==> config.mk <==
export PLATFORM = sky130hd
export DESIGN_NAME = mem_host_loader
export DESIGN_NICKNAME = d
export VERILOG_FILES = /design/src/rtl/mem_host_loader.sv
export SDC_FILE = /design/constraint.sdc
export NUM_CORES = 1
export LEC_CHECK = 0
export ABC_AREA = 1
export CELL_PAD_IN_SITES_DETAIL_PLACEMENT = 0
export CELL_PAD_IN_SITES_GLOBAL_PLACEMENT = 1
export CORE_MARGIN = 4
export CORE_UTILIZATION = 43
export DETAILED_ROUTE_END_ITERATION = 16
export HOLD_SLACK_MARGIN = 0.08
export MAX_ROUTING_LAYER = met4
export PLACE_DENSITY_LB_ADDON = 0.1
export RECOVER_POWER = 25
export SLEW_MARGIN = 5
export SYNTH_ARGS = -nofsm -noshare
export SYNTH_HDL_FRONTEND = slang
export SYNTH_SLANG_ARGS = --single-unit
==> constraint.sdc <==
create_clock -name Clock -period 3 [get_ports Clock]
set_input_delay 0.75 -clock Clock [delete_from_list [all_inputs] [get_ports Clock]]
set_output_delay 0.75 -clock Clock [all_outputs]
set_load 0.01 [all_outputs]
==> src/rtl/mem_host_loader.sv <==
// Host word-stream loader in front of the memory unit.
// Decodes a one-word header, then assembles IMEM/DMEM records or loads the CR.
module mem_host_loader #(
  parameter int ROM_ADDRESS_WIDTH  = 16,
  parameter int DATA_ADDRESS_WIDTH = 16,
  parameter int INSTRUCTION_WIDTH  = 64,
  parameter int DATA_ROW_WIDTH     = 96
) (
  input  logic                          Clock,
  input  logic                          Reset,
  input  logic [31:0]                   iWord,
  input  logic                          iWordValid,
  output logic                          oWordReady,
  output logic                          oBusy,
  output logic                          oDone,
  output logic                          oError,
  output logic                          oInstructionWriteEnable,
  output logic [ROM_ADDRESS_WIDTH-1:0]  oInstructionWriteAddress,
  output logic [INSTRUCTION_WIDTH-1:0]  oInstruction,
  output logic                          oDataWriteEnable,
  output logic [DATA_ADDRESS_WIDTH-1:0] oDataWriteAddress,
  output logic [DATA_ROW_WIDTH-1:0]     oData,
  output logic [15:0]                   oControlRegister
);

  localparam int IWORDS = INSTRUCTION_WIDTH / 32;
  localparam int DWORDS = DATA_ROW_WIDTH / 32;

  typedef enum logic [2:0] {
    S_IDLE,
    S_LOAD,
    S_WRITE,
    S_DROP,
    S_DONE
  } state_t;

  state_t state;

  logic [1:0]  tgt;
  logic [13:0] cnt;
  logic [13:0] rc;
  logic [1:0]  wc;
  logic [14:0] dc;

  logic [ROM_ADDRESS_WIDTH-1:0]  ibase;
  logic [DATA_ADDRESS_WIDTH-1:0] dbase;
  logic [INSTRUCTION_WIDTH-1:0]  ins_asm;
  logic [DATA_ROW_WIDTH-1:0]     dat_asm;

  logic                          xfer;
  logic [ROM_ADDRESS_WIDTH-1:0]  hdr_ibase;
  logic [DATA_ADDRESS_WIDTH-1:0] hdr_dbase;
  logic [INSTRUCTION_WIDTH-1:0]  ins_nxt;
  logic [DATA_ROW_WIDTH-1:0]     dat_nxt;
  logic hd_cr, hd_rsv, hd_bad, hd_zero, hd_load;
  logic rec_last;

  assign xfer      = iWordValid && oWordReady;
  assign hdr_ibase = ROM_ADDRESS_WIDTH'(iWord[15:0]);
  assign hdr_dbase = DATA_ADDRESS_WIDTH'(iWord[15:0]);

  // IMEM fills from the top so the first word ends up low;
  // DMEM fills from the bottom so the first word ends up high.
  assign ins_nxt = {iWord, ins_asm[INSTRUCTION_WIDTH-1:32]};
  assign dat_nxt = {dat_asm[DATA_ROW_WIDTH-33:0], iWord};

  assign hd_cr   = iWord[31:30] == 2'b10;
  assign hd_rsv  = iWord[31:30] == 2'b11;
  assign hd_bad  = iWord[31:30] == 2'b00
                && !hdr_ibase[ROM_ADDRESS_WIDTH-1];
  assign hd_zero = !iWord[31] && !hd_bad
                && iWord[29:16] == 14'd0;
  assign hd_load = !iWord[31] && !hd_bad
                && iWord[29:16] != 14'd0;

  assign rec_last = (tgt == 2'b00)
                  ? (wc == 2'(IWORDS - 1))
                  : (wc == 2'(DWORDS - 1));

  always_ff @(posedge Clock or negedge Reset) begin
    if (!Reset) begin
      state                    <= S_IDLE;
      tgt                      <= '0;
      cnt                      <= '0;
      rc                       <= '0;
      wc                       <= '0;
      dc                       <= '0;
      ibase                    <= '0;
      dbase                    <= '0;
      ins_asm                  <= '0;
      dat_asm                  <= '0;
      oWordReady               <= 1'b0;
      oBusy                    <= 1'b0;
      oDone                    <= 1'b0;
      oError                   <= 1'b0;
      oInstructionWriteEnable  <= 1'b0;
      oInstructionWriteAddress <= '0;
      oInstruction             <= '0;
      oDataWriteEnable         <= 1'b0;
      oDataWriteAddress        <= '0;
      oData                    <= '0;
      oControlRegister         <= '0;
    end else begin
      oInstructionWriteEnable <= 1'b0;
      oDataWriteEnable        <= 1'b0;
      oDone                   <= 1'b0;
      unique case (state)
        S_IDLE: begin
          oWordReady <= 1'b1;
          if (xfer) begin
            oError <= 1'b0;
            oBusy  <= 1'b1;
            tgt    <= iWord[31:30];
            cnt    <= iWord[29:16];
            ibase  <= hdr_ibase;
            dbase  <= hdr_dbase;
            rc     <= '0;
            wc     <= '0;
            dc     <= '0;
            unique case (1'b1)
              hd_cr: begin
                oControlRegister <= iWord[15:0];
                state            <= S_DONE;
                oWordReady       <= 1'b0;
                oDone            <= 1'b1;
              end
              hd_rsv: begin
                oError     <= 1'b1;
                state      <= S_DONE;
                oWordReady <= 1'b0;
                oDone      <= 1'b1;
              end
              hd_bad: begin
                oError <= 1'b1;
                if (iWord[29:16] == 14'd0) begin
                  state      <= S_DONE;
                  oWordReady <= 1'b0;
                  oDone      <= 1'b1;
                end else begin
                  state <= S_DROP;
                end
              end
              hd_zero: begin
                state      <= S_DONE;
                oWordReady <= 1'b0;
                oDone      <= 1'b1;
              end
              hd_load: state <= S_LOAD;
              default: state <= S_IDLE;
            endcase
          end
        end
        S_LOAD: begin
          if (xfer) begin
            wc      <= wc + 2'd1;
            ins_asm <= ins_nxt;
            dat_asm <= dat_nxt;
            if (rec_last) begin
              state      <= S_WRITE;
              oWordReady <= 1'b0;
              if (tgt == 2'b00) begin
                oInstructionWriteEnable  <= 1'b1;
                oInstructionWriteAddress <= ibase
                  + ROM_ADDRESS_WIDTH'(rc);
                oInstruction             <= ins_nxt;
              end else begin
                oDataWriteEnable  <= 1'b1;
                oDataWriteAddress <= dbase
                  + DATA_ADDRESS_WIDTH'(rc);
                oData             <= dat_nxt;
              end
            end
          end
        end
        S_WRITE: begin
          rc <= rc + 14'd1;
          wc <= '0;
          if (rc + 14'd1 == cnt) begin
            state <= S_DONE;
            oDone <= 1'b1;
          end else begin
            state      <= S_LOAD;
            oWordReady <= 1'b1;
          end
        end
        S_DROP: begin
          if (xfer) begin
            dc <= dc + 15'd1;
            if (dc + 15'd1 == {cnt, 1'b0}) begin
              state      <= S_DONE;
              oWordReady <= 1'b0;
              oDone      <= 1'b1;
            end
          end
        end
        S_DONE: begin
          state      <= S_IDLE;
          oWordReady <= 1'b1;
          oBusy      <= 1'b0;
        end
        default: begin
          state      <= S_IDLE;
          oWordReady <= 1'b1;
          oBusy      <= 1'b0;
        end
      endcase
    end
  end

endmodule

## Word level (Yosys, flattened, before mapping)

Cells that the tools add are included.

- Output and inout bits: 214
- Logic and storage cells: 116
- Register bits after elaboration: 408
- Input bits: 35

- Reduce and logical (&&, ||, !) cells: 30
- Equality and inequality tests: 15
- Bitwise gates (word level): 2
- Mux-type cells: 45
- $add $sub $neg: 4

Operators by type and width:

| kind | count |
|---|---|
| $mux W15 | 2 |
| $pmux W15 S2 | 1 |
| $pmux W14 S2 | 1 |
| $mux W1 | 23 |
| $mux W3 | 7 |
| $add A16 B14 Y16 | 1 |
| $add A15 B1 Y15 const B | 1 |
| $eq A15 B15 Y1 | 1 |
| $add A14 B1 Y14 const B | 1 |
| $eq A14 B14 Y1 | 1 |
| $logic_not A14 Y1 | 1 |
| $mux W14 | 1 |
| $reduce_bool A14 Y1 | 1 |
| $ne A2 B2 Y1 const B | 6 |
| $pmux W3 S4 | 1 |
| $reduce_and A5 Y1 | 2 |
| $pmux W3 S3 | 1 |
| $reduce_and A3 Y1 | 3 |
| $reduce_and A2 Y1 | 4 |
| $reduce_and A4 Y1 | 2 |
| $eq A2 B2 Y1 const B | 3 |
| $eq A3 B2 Y1 const B | 2 |
| $pmux W1 S2 | 3 |
| $pmux W2 S3 | 1 |
| 15 further kinds | 26 |

## Logic depth before layout (Yosys ltp)

- Depth in word-level cells: 9
- Mapped depth: 16

## Worst setup path after synthesis

Ideal clock, no wire load.

- Path type: flip-flop to flip-flop
- Start: reg rc[0]
- End: reg oInstructionWriteAddress[14]
- Library setup time: 0.083 ns
- Clock period less this slack: 2.070 ns
- Arrival: 1.987 ns
- Setup slack: 0.930 ns
- Buffers on the path: 0
- Stages on the path, launching flop included: 12
- Cells stage by stage: dfrtp_1 ha_1 inv_1 fa_1 o21ai_1 a21oi_1 o21ai_1 nand2_1 nand2_1 nor2_1 nand3b_1 o21ai_0

- Longest elaborated chain between the ends: 1

RTL lines:

| item | RTL line | RTL |
|---|---|---|
| from (decl) | 41 | `logic [13:0] rc;` |
| from (signal assigned) | 176 | `rc <= rc + 14'd1;` |
| $add A16 B14 Y16 | - |  |
| to (signal assigned) | 163 | `oInstructionWriteAddress <= ibase` |
| to (decl) | 18 | `output logic [ROM_ADDRESS_WIDTH-1:0] oInstructionWriteAddress,` |

No other way between the ends.
A chain may end at the register's enable or synchronous reset.

## Worst setup path in the final report

Same ends and word-level chain as after synthesis.

==> impl_results.md <==
- Status: complete, but fails checks
- Failing checks: max-capacitance violations, max-slew violations
- Inserted Clock Buffers: 40
- Routability cong.: 0.894
- Mean routed wirelength per cell: 17.1 microns
- I/O pins: 249
- Placed instance count: 2306
- Core area: 33400 sq um
- Critical path's top delay family: compound AO/OA/AOI/OAI gates
- Die Area: 36900 sq um
- Synth warn: 0
- Slew Viols, Final: 73
- Setup violators final: 0
- Syn nets: 1706
- Initial DRT Pass Iterations: 5
- CTS tree: done
- Clock buffer depth: 3
- Gr usage total: 0.227
- Final Hold Vio Count: 0
- DP Wirelength: 29.3 mm
- Number of I/O port buffers: 248
- CP endpoint kind: flip-flop
- Cell taking the most area after synthesis: dfrtp_1
- Fillers: 3030
- Wire length of the first global-routing pass: 64.4 mm
- DRC viols: 0
- Total setup buffers inserted after CTS: 0
- CP max-delay cell: dfrtp_1
- Largest net degree at the start of global routing: 130
- Crit path buffers/inverters: 1
- Post-Synth Adder-Cell Area: 0.0151
- Largest cells by area after synthesis: dfrtp_1 59%, nand2_1 12%, o21ai_0 10%
- Die Y-Extent: 192 microns
- Skew-Pair Late Insertion Delay: 0.52 ns
- Placed instance area: 17600 sq um
- Seq/Total Area, Yosys: 0.591
- Core Rows: 67
- TNS Setup: 0 ns
- CP Cell Sequence: ha_1, inv_1, fa_1, o21ai_1, a21oi_1, o21ai_1, nand2_1, nand2_1, nor2_1, nand3b_1, o21ai_0
- H-tree depth: 2
- Max-cap violations: 1
- Synth top area share: 0.591
- #FFs+latches synth: 344
- Power Dens Cells: 1020 nW/um^2
- CP Depth: 11
- Final std cells w/o fill: 2379
- Register-to-Register Path Depth: 11
- Worst hold path stage count: 2
- Largest family of logic cells by synthesized area: simple AND/OR/NAND/NOR gates
- Layout cells sized above 1: 0.0621
- Slew of the pin with the lowest slew margin: 2.07 ns
- Most frequent cells in the layout: 474 x nand2_1, 344 x dfrtp_1, 303 x o21ai_0, 247 x clkdlybuf4s50_1, 181 x inv_1
- Netlist cell types: 37
- Total gr overflow: 0
- Mean Syn Cell Area: 8.81 sq um
- Worst EP required: 3.44 ns
- CP Class: flip-flop to flip-flop
- P_leak: 8.80 nW
- Critical path startpoint category: flip-flop
- CTS Hold Buffers Added: 0
- Peak supply drop: 0.487 mV
- Min-Delay Path Class: flip-flop to flip-flop
- Nets: 1952
- Min Tclk post-route: 2.46 ns
- Die width: 192 microns
- Vias: 11900
- Initial core utilization: 0.435
- Asr flop ratio synth: 1.00
- RSZ-0062 raised after global routing: false
- Leading cell type in the layout, fill and taps excluded: nand2_1
- CP arrival: 2.89 ns
- Fin crit share: 0.819
- Final Cell Area: 18800 sq um
- CP max FO: 8
- Number of antenna violations at the first check in global routing: 0
- Clk root buf: clkbuf_16
- Routed Antenna Nets: 0
- Rel. slew slack: -0.382
- Fin Clk Skew: 0.0181 ns
- Number of global-route vias before repair: 11500
- Synth Cell Area: 14600 sq um
- Fmax: 407 MHz
- Clock sinks: 344
- Compound-Gate Fraction of Synth Area: 0.129
- Via-per-instance ratio: 5.01
- Layout area overhead: 29.3%
- Ant. Diodes: 0
- Slowest Stage Delay on Critical Path: 0.55 ns
- Post-synth top flop: dfrtp_1
- Post-synthesis simple-gate area fraction: 0.191
- Post-synthesis mux area share: 0
- Number of synthesized flops with an enable pin: 0
- Post_cts resized: 0
- Post-synthesis xor/xnor area fraction: 0.00782
- Synthesized instance count: 1654
- First DRT Iteration DRCs: 788
- Clock-pin slew on the worst setup and hold paths: 0.06 ns
- Final wirelength: 40.6 mm
## stage by stage
step / total power [mW] / setup slack (ns) / utilization / hold slack (ns)
floorplan: 11.1 / 0.930 / - / 0.453
global placement: 14.6 / 0.334 / 0.527 / 0.458
detailed placement: 14.8 / 0.288 / 0.527 / 0.464
CTS: 19.4 / 0.566 / 0.564 / 0.240
global route: 20.6 / 0.289 / 0.563 / 0.494
finish: 19.2 / 0.544 / 0.563 / 0.473
## cells in the mapped netlist (all sizes together), types with 4 or more instances
master	number
ha	16
buf	28
nand3	79
nor2	71
nand4	15
dfrtp	344
clkbuf	40
o22ai	20
nand3b	6
xor2	9
nand2	484
inv	182
o21ai	316
a21oi	22
nor3	5
xnor2	4
## per-layer routing
layer  up-vias  part of all wire  track usage
li1       5829                 -            -
met1      5765              0.47        0.326
met2       269              0.45        0.341
met3        61             0.047       0.0291
met4         0             0.028       0.0653
met5         -                 0            -
## final cells by class
cell class	count	area, sq um	share of cell area
clock buffers	61	1160	0.0616
well taps	448	561	0.0298
flip-flops and latches	344	8610	0.457
clock inverters	12	78.8	0.00418
repair buffers	272	2740	0.145
multi-input cells	1059	5000	0.266
inverters	183	687	0.0365
## worst min-delay path, delay by kind of cell, from the launching register on
family | cells | cell delay [ns]
and+or+nand+nor | 1 | 0.05
DFF | 1 | 0.34
AOI/OAI and AO/OA | 1 | 0.06
## where the power goes
| part | total, mW | internal, mW | leakage, nW | switching [mW] |
|---|---|---|---|---|
| combinational | 6.95 | 3.21 | 3.70 | 3.74 |
| clock | 4.56 | 2.67 | 0.617 | 1.89 |
| sequential | 7.73 | 6.49 | 4.49 | 1.24 |
## path summary, 6_finish.rpt
path	slack, ns	endpoint	startpoint
setup / recovery	0.54	oInstructionWriteAddress[14]$_DFFE_PN0P_	rc[0]$_DFFE_PN0P_
setup reg to reg	0.54	oInstructionWriteAddress[14]$_DFFE_PN0P_	rc[0]$_DFFE_PN0P_
hold / removal	0.47	ins_asm[1]$_DFFE_PN0P_	ins_asm[33]$_DFFE_PN0P_
min in group asynchronous	0.83	oData[54]$_DFFE_PN0P_	Reset
max in group asynchronous	0.72	oInstruction[60]$_DFFE_PN0P_	Reset
hold reg to reg	0.47	ins_asm[1]$_DFFE_PN0P_	ins_asm[33]$_DFFE_PN0P_
## sequential cells by signal, indices dropped and copies added (netlist names), 2 cells and up
name                      cells
oInstructionWriteAddress     16
oDataWriteAddress            16
oInstruction                 64
dbase                        16
oData                        96
wc                            2
oControlRegister             16
rc                           14
dc                           15
tgt                           2
state                         3
cnt                          14
ins_asm                      63
## logic make-up after synthesis
family / count (synthesis)
AO/OA/AOI/OAI: 364
XOR/XNOR: 13
adder cells (fa/ha/maj): 17
buffers and inverters: 251
flip-flops: 344
AND/OR/NAND/NOR: 665
(Power assumes the default switching activity.)
